## src/rtl/opp_matrix_seq_if.sv

```systemverilog
// Bus between the opposite-matrix sequencer and its client/row negator.
// The master side issues start/m_in and returns the negated row; the slave is the sequencer.
interface opp_matrix_seq_if #(
  parameter int N = 5,
  parameter int W = 8
);
  logic               start;
  logic [N*N*W-1:0]   m_in;
  logic [N*W-1:0]     row_out;
  logic [N*W-1:0]     row_in;
  logic               ovf_in;
  logic               row_vld;
  logic               busy;
  logic               done;
  logic [N*N*W-1:0]   m_out;
  logic               ovf;
  logic [N-1:0]       ovf_row;

  modport master (
    output start, m_in, row_in, ovf_in,
    input  row_out, row_vld, busy, done, m_out, ovf, ovf_row
  );

  modport slave (
    input  start, m_in, row_in, ovf_in,
    output row_out, row_vld, busy, done, m_out, ovf, ovf_row
  );
endinterface

```

## src/rtl/opp_matrix_seq.sv

```systemverilog
// Opposite-matrix sequencer: latches an N x N matrix, streams one row per clock
// through an external row negator and gathers the negated rows plus overflow flags.
module opp_matrix_seq #(
  parameter int N = 5,
  parameter int W = 8
) (
  input logic              clk,
  input logic              rst,
  opp_matrix_seq_if.slave  bus
);

  localparam int RW = N * W;
  localparam int MW = N * N * W;
  localparam int IW = (N > 1) ? $clog2(N) : 1;

  typedef enum logic [1:0] {
    IDLE = 2'd0,
    RUN  = 2'd1,
    DONE = 2'd2
  } state_t;

  state_t          state_q, state_d;
  logic [IW-1:0]   idx_q, idx_d;
  logic [MW-1:0]   buf_q, buf_d;
  logic [MW-1:0]   mout_q, mout_d;
  logic            ovf_q, ovf_d;
  logic [N-1:0]    ovfr_q, ovfr_d;

  // Row 0 sits in the MSBs, so row r starts (N-1-r) rows up from bit 0.
  function automatic logic [RW-1:0] get_row(input logic [MW-1:0] m, input logic [IW-1:0] r);
    get_row = m[(N - 1 - int'(r)) * RW +: RW];
  endfunction

  always_ff @(posedge clk or negedge rst) begin
    if (!rst) begin
      state_q <= IDLE;
      idx_q   <= '0;
      buf_q   <= '0;
      mout_q  <= '0;
      ovf_q   <= 1'b0;
      ovfr_q  <= '0;
    end else begin
      state_q <= state_d;
      idx_q   <= idx_d;
      buf_q   <= buf_d;
      mout_q  <= mout_d;
      ovf_q   <= ovf_d;
      ovfr_q  <= ovfr_d;
    end
  end

  always_comb begin
    state_d = state_q;
    idx_d   = idx_q;
    buf_d   = buf_q;
    mout_d  = mout_q;
    ovf_d   = ovf_q;
    ovfr_d  = ovfr_q;
    case (state_q)
      IDLE, DONE: begin
        // A new start clears the previous result; without one, results hold.
        if (bus.start) begin
          buf_d   = bus.m_in;
          idx_d   = '0;
          mout_d  = '0;
          ovf_d   = 1'b0;
          ovfr_d  = '0;
          state_d = RUN;
        end else if (state_q == DONE) begin
          state_d = IDLE;
        end
      end
      RUN: begin
        mout_d[(N - 1 - int'(idx_q)) * RW +: RW] = bus.row_in;
        ovfr_d[idx_q] = bus.ovf_in;
        ovf_d         = ovf_q | bus.ovf_in;
        if (idx_q == IW'(N - 1)) begin
          state_d = DONE;
        end else begin
          idx_d = idx_q + IW'(1);
        end
      end
      default: state_d = IDLE;
    endcase
  end

  assign bus.busy    = (state_q == RUN);
  assign bus.row_vld = (state_q == RUN);
  assign bus.done    = (state_q == DONE);
  assign bus.row_out = (state_q == RUN) ? get_row(buf_q, idx_q) : '0;
  assign bus.m_out   = mout_q;
  assign bus.ovf     = ovf_q;
  assign bus.ovf_row = ovfr_q;

endmodule

```

## src/flat_wrapper.sv

```systemverilog
// flat-port wrapper written by rule: the top's interface ports become plain ports
module opp_matrix_seq_flat 
#(
  parameter int N = 5,
  parameter int W = 8
)
  (clk, rst, bus_start, bus_m_in, bus_row_in, bus_ovf_in, bus_row_out, bus_row_vld, bus_busy, bus_done, bus_m_out, bus_ovf, bus_ovf_row);
  opp_matrix_seq_if #(.N(N), .W(W)) bus_i ();
  input logic clk;
  input logic rst;
  input wire logic [$bits(bus_i.start)-1:0] bus_start;
  input wire logic [$bits(bus_i.m_in)-1:0] bus_m_in;
  input wire logic [$bits(bus_i.row_in)-1:0] bus_row_in;
  input wire logic [$bits(bus_i.ovf_in)-1:0] bus_ovf_in;
  output wire logic [$bits(bus_i.row_out)-1:0] bus_row_out;
  output wire logic [$bits(bus_i.row_vld)-1:0] bus_row_vld;
  output wire logic [$bits(bus_i.busy)-1:0] bus_busy;
  output wire logic [$bits(bus_i.done)-1:0] bus_done;
  output wire logic [$bits(bus_i.m_out)-1:0] bus_m_out;
  output wire logic [$bits(bus_i.ovf)-1:0] bus_ovf;
  output wire logic [$bits(bus_i.ovf_row)-1:0] bus_ovf_row;
  assign bus_i.start = bus_start;
  assign bus_i.m_in = bus_m_in;
  assign bus_i.row_in = bus_row_in;
  assign bus_i.ovf_in = bus_ovf_in;
  assign bus_row_out = bus_i.row_out;
  assign bus_row_vld = bus_i.row_vld;
  assign bus_busy = bus_i.busy;
  assign bus_done = bus_i.done;
  assign bus_m_out = bus_i.m_out;
  assign bus_ovf = bus_i.ovf;
  assign bus_ovf_row = bus_i.ovf_row;
  opp_matrix_seq #(.N(N), .W(W)) u_core (.clk(clk), .rst(rst), .bus(bus_i));
endmodule
```

## config.mk

```make
export PLATFORM = sky130hd
export DESIGN_NAME = opp_matrix_seq_flat
export DESIGN_NICKNAME = d
export VERILOG_FILES = /design/src/rtl/opp_matrix_seq_if.sv /design/src/rtl/opp_matrix_seq.sv /design/src/flat_wrapper.sv
export SDC_FILE = /design/constraint.sdc
export NUM_CORES = 1
export LEC_CHECK = 0
export ABC_AREA = 1
export ABC_CLOCK_PERIOD_IN_PS = 8500
export CORE_MARGIN = 2
export CORE_UTILIZATION = 30
export DETAILED_ROUTE_END_ITERATION = 6
export DONT_BUFFER_PORTS = 1
export PLACE_DENSITY = 0.56
export SLEW_MARGIN = 15
export SYNTH_ARGS = -nofsm -noshare
export SYNTH_HDL_FRONTEND = slang
export SYNTH_SLANG_ARGS = --single-unit
export TNS_END_PERCENT = 1
```

## constraint.sdc

```tcl
create_clock -name clk -period 8.5 [get_ports clk]
set_input_delay 2.125 -clock clk [delete_from_list [all_inputs] [get_ports clk]]
set_output_delay 2.125 -clock clk [all_outputs]
set_load 0.01 [all_outputs]
```

Word-level counts from Yosys, hierarchy flattened. Index checks and enable logic that the tools add are counted.

Flip-flop bits (word level): 411. Latch bits: 0. Bits in writable memories: 0. ROM bits: 0. Output and inout bits: 249. Memories kept: 0.

Add/sub/neg operators: 3. Multipliers: 1. Divide/modulo/power cells: 0. $lt $le $gt $ge: 2. Eq/ne operators: 7. Shift operators: 3. Multiplexer cells: 18. Bitwise logic cells: 1. Reductions and logical operators: 8.

Operator list (count): case mux 200 bit (2 select lines) (1); bitwise mux 200 bit (1); 2-to-1 mux 200 bit (1); variable shift 40 x 33 -> 200 bit (first input constant) (1); variable part select 200 x 32 -> 40 bit (1); variable part select 40 x 33 -> 200 bit (1); 2-to-1 mux 40 bit (1); negator 32 -> 33 bit (1); multiplier 32 x 4 -> 29 bit (second input constant) (1); case mux 5 bit (2 select lines) (1); 2-to-1 mux 2 bit (3); 2-to-1 mux 3 bit (2); case mux 3 bit (2 select lines) (1); AND reduction 2 bit (3); bitwise mux 5 bit (1); 2-to-1 mux 5 bit (1); < comparator 3 x 4 -> 1 bit (second input constant) (1); inequality test 2 bit (second input constant) (2); case mux 2 bit (2 select lines) (1); subtractor 3 x 3 -> 4 bit (first input constant) (1); adder 3 x 1 -> 3 bit (second input constant) (1); demux 1 bit (select 3 bit) (1); equality test 3 bit (second input constant) (1); >= comparator 3 x 1 -> 1 bit (second input constant) (1); 12 further kinds (13).

Logic depth before layout (Yosys ltp).
Word-level depth: 6. Depth in mapped cells: 31. Mapped depth without buffers: 27.

Worst setup path before layout. No wires, ideal clock.

Path kind: reg2out. Start: reg u_core.idx_q[0]. End: out bus_row_out[12]. Arrival time: 4412 ps. Required time: 6375 ps. Setup slack: 1963 ps. Cell stages (with the launch flop): 18. Cells stage by stage: dfrtp_1 -> buf_6 -> inv_4 -> clkbuf_1 -> buf_1 -> buf_1 -> ha_1 -> ha_1 -> ha_1 -> fa_1 -> buf_2 -> nand2_1 -> nor3_2 -> nand2_1 -> inv_1 -> clkbuf_1 -> nand3_1 -> a21oi_1.

Word-level cells in the longest chain between the ends: 4.

RTL lines: start: declaration (line opp_matrix_seq.sv:23) `logic [IW-1:0] idx_q, idx_d;`; start signal: assignment (line opp_matrix_seq.sv:44) `idx_q <= idx_d;`; subtractor 3 x 3 -> 4 bit (line opp_matrix_seq.sv:31) `get_row = m[(N - 1 - int'(r)) * RW +: RW];`; multiplier 32 x 4 -> 29 bit (line opp_matrix_seq.sv:31); variable part select 200 x 32 -> 40 bit (line opp_matrix_seq.sv:31); 2-to-1 mux 40 bit (line opp_matrix_seq.sv:90) `assign bus.row_out = (state_q == RUN) ? get_row(buf_q, idx_q) : '0;`; end: declaration (line flat_wrapper.sv:15) `output wire logic [$bits(bus_i.row_out)-1:0] bus_row_out;`.

No other way between the ends.

Final worst setup path.
Start: reg u_core.idx_q[0]. End: out bus_row_out[35].

Same word-level chain as after synthesis.

==> results.py <==
metrics = {
    "synth": {
        "ys_seq_area_share_pct": 36.9,
        "synth_area_per_cell_um2": 6.57,
        "synth-edff-count": 0,
        "ys.flop_type": "dfrtp_1",
        "synthesis.yosys.warnings": 0,
        "synth.top_cells.by_area": "dfrtp_1, nand2_1, o21ai_0, nand3_1, a21oi_1",
        "yosys.area.top_type_share_pct": 36.9,
        "syn-cell-area_um2": 27900,
        "synth_largest_area_cell": "dfrtp_1",
        "synth_cell_types": 54,
        "synth-seq-cells": 411,
        "yosysMostFrequentCell": "nand2_1",
        "ys_top_cells_by_count": "nand2_1, o21ai_0, dfrtp_1",
        "syn_nets": 4508,
        "postSynthCellCount": 4245,
        "async_reset_ff_share_pct": 100,
    },
    "die": {
        "ioPinCount": 493,
        "die_area_um2": 95400,
        "start_util_pct": 30.3,
        "core_area_um2": 91900,
        "dieHeight_um": 309,
        "fp.dieW_um": 309,
        "fp-row-count": 111,
    },
    "setup_path": {
        "rr_endpoint": "u_core.bus.m_out[41]",
        "cp-start-kind": "flop",
        "required_ns": 6.38,
        "r2r_slack_ns": 1.63,
        "r2r-start": "u_core.idx_q[0]",
        "rr_worst_depth": 20,
        "path_max_fanout": 64,
        "cp.arrival_ns": 5.81,
        "critPathKind": "flop to output pin",
        "worstSetupEndpointType": "output pin",
    },
    "clocking": {
        "cts_resized": 0,
        "cts_tree": "built",
        "cts_root_buf": "clkbuf_16",
        "post_cts_buffers": 0,
        "numCtsBuffers": 48,
        "clock-sinks": 411,
        "clk_pin_slew_ns": 0.05,
        "htreeDepth": 2,
        "clock_latency_ns": 0.66,
        "cts_hold_buf": 0,
        "ctsLongestPathBuffers": 3,
    },
    "finish": {
        "nFillCells": 10300,
        "area_growth_syn_to_layout_pct": 10.2,
        "regArea_um2": 10300,
        "drive_gt1_share_pct": 7.02,
        "antenna_cells_inserted": 0,
        "nets": 4340,
        "multi_input_area_um2": 15600,
    },
    "run_status": {
        "failed_checks": "slew limit",
        "status": "finished with violations",
    },
    "sta": {
        "worst_slew_pin_slew_ns": 2.31,
        "final_hold_viol_count": 0,
        "setup_viol": 0,
        "slew_headroom_pct": -54.2,
        "rsz0062_at_grt": "no",
        "slew_violations": 187,
        "post-route-min-period_ns": 7.93,
        "fin_tns_setup_ns": 0,
        "period_share_pct": 93.3,
        "skew_ns": 0.0392,
        "fmax_mhz": 126,
    },
    "place": {
        "gp_congestion": 1.01,
        "dp_hpwl_um": 104000,
        "portBuffers": 0,
    },
    "routing": {
        "drt_pass1_iterations": 6,
        "vias": 29500,
        "postRouteAntennaNets": 0,
        "viasPerCell": 5.51,
        "drcViolationCount": 0,
        "wirelength_um": 138000,
        "drtIter0Drc": 3007,
        "wl_per_cell_um": 25.8,
    },
    "worst_hold_path": {
        "hold_path.class": "flop to flop",
        "whs_path_depth": 2,
        "hp-start": "u_core.buf_q[110]",
        "holdPathEnd": "u_core.buf_q[110]",
    },
    "flow_run": {
        "maxCapViolations": 0,
    },
    "grt": {
        "grt_overflow": 0,
        "grt_pass1_vias": 28100,
        "antenna_found_initial": 4,
        "grt_max_degree": 412,
        "gr-usage-all-layers_pct": 28.1,
        "grt_pass1_wl_um": 197000,
    },
}
-- metal layers --
| metal | up-vias | wire length (um) | track usage [%] |
|---|---|---|---|
| met2 | 1344 | 65700 | 47.6 |
| li1 | 13800 | - | - |
| met3 | 296 | 10400 | 5.46 |
| met5 | - | 21 | 0 |
| met4 | 4 | 8000 | 14.3 |
| met1 | 14100 | 54000 | 33.8 |
-- worst max-delay path: stages (launching register included) --
cell,delay (ns)
dfrtp_4,0.94
inv_6,0.33
ha_1,0.32
ha_1,0.33
ha_1,0.31
fa_1,0.70
buf_4,0.32
inv_1,0.32
nor2_1,0.49
buf_4,0.27
a31oi_1,0.10
a22oi_1,0.48
buf_4,0.23
-- state kept, by name (all words and copies together), names as in the netlist --
name and count:
u_core.bus.m_out 200, u_core.bus.ovf 1, u_core.state_q 2, u_core.bus.ovf_row 5, u_core.idx_q 3, u_core.buf_q 200
-- metrics by stage --
step / instances / hold slack (ns) / area (um^2) / utilization (%) / setup WS (ns)
floorplan: 4245 / 0.449 / 27900 / - / 1.96
global placement: 5270 / 0.464 / 29000 / 31.6 / 1.32
detailed placement: 5270 / 0.466 / 29000 / 31.6 / 1.30
CTS: 5358 / 0.482 / 30700 / 33.4 / 0.593
global route: 5358 / 0.498 / 30700 / 33.4 / 0.215
finish: 5358 / 0.477 / 30700 / 33.4 / 0.568
-- how the worst max path moves through the flow --
stage                          from              end  cells after the start
floorplan           u_core.idx_q[0]  bus_row_out[12]                     17
finish              u_core.idx_q[0]  bus_row_out[35]                     12
global route        u_core.idx_q[0]   bus_row_out[4]                     14
global placement    u_core.idx_q[0]   bus_row_out[1]                     12
CTS                 u_core.idx_q[0]   bus_row_out[4]                     14
detailed placement  u_core.idx_q[0]   bus_row_out[4]                     14
-- layout make-up --
class	count	share of cell area, %
tap	1243	5.06
inverter	207	2.59
sequential	411	33.5
clock buffer	59	4.27
multi-input combinational	3313	50.8
timing repair buffer	96	2.43
clock inverter	29	1.34
-- cell usage in the layout, fill, tap and decap left out, types with 13 or more instances in the layout --
cell type	count
a21oi_1	170
a22o_1	19
a31oi_1	49
a32o_1	13
buf_4	94
clkbuf_16	48
dfrtp_1	410
ha_1	16
inv_1	181
inv_2	19
nand2_1	1654
nand2_2	27
nand3_1	372
nand4_1	49
nor2_1	194
nor3_1	13
o211ai_1	51
o21ai_0	466
o21ai_1	14
o221ai_1	36
o22ai_1	39
o31ai_1	13
-- cell families after synthesis --
group	count (synthesis)	synth area share [%]
XOR/XNOR	1	0.0314
buffers and inverters	521	7.29
multiplexers	10	0.359
AO/OA/AOI/OAI	924	19.3
AND/OR/NAND/NOR	2359	35.3
flip-flops	411	36.9
adder cells (fa/ha/maj)	19	0.879
Power is left out: the tool's default activity adds up to more than one toggle a clock period on the data nets, which glitch-free logic cannot reach.
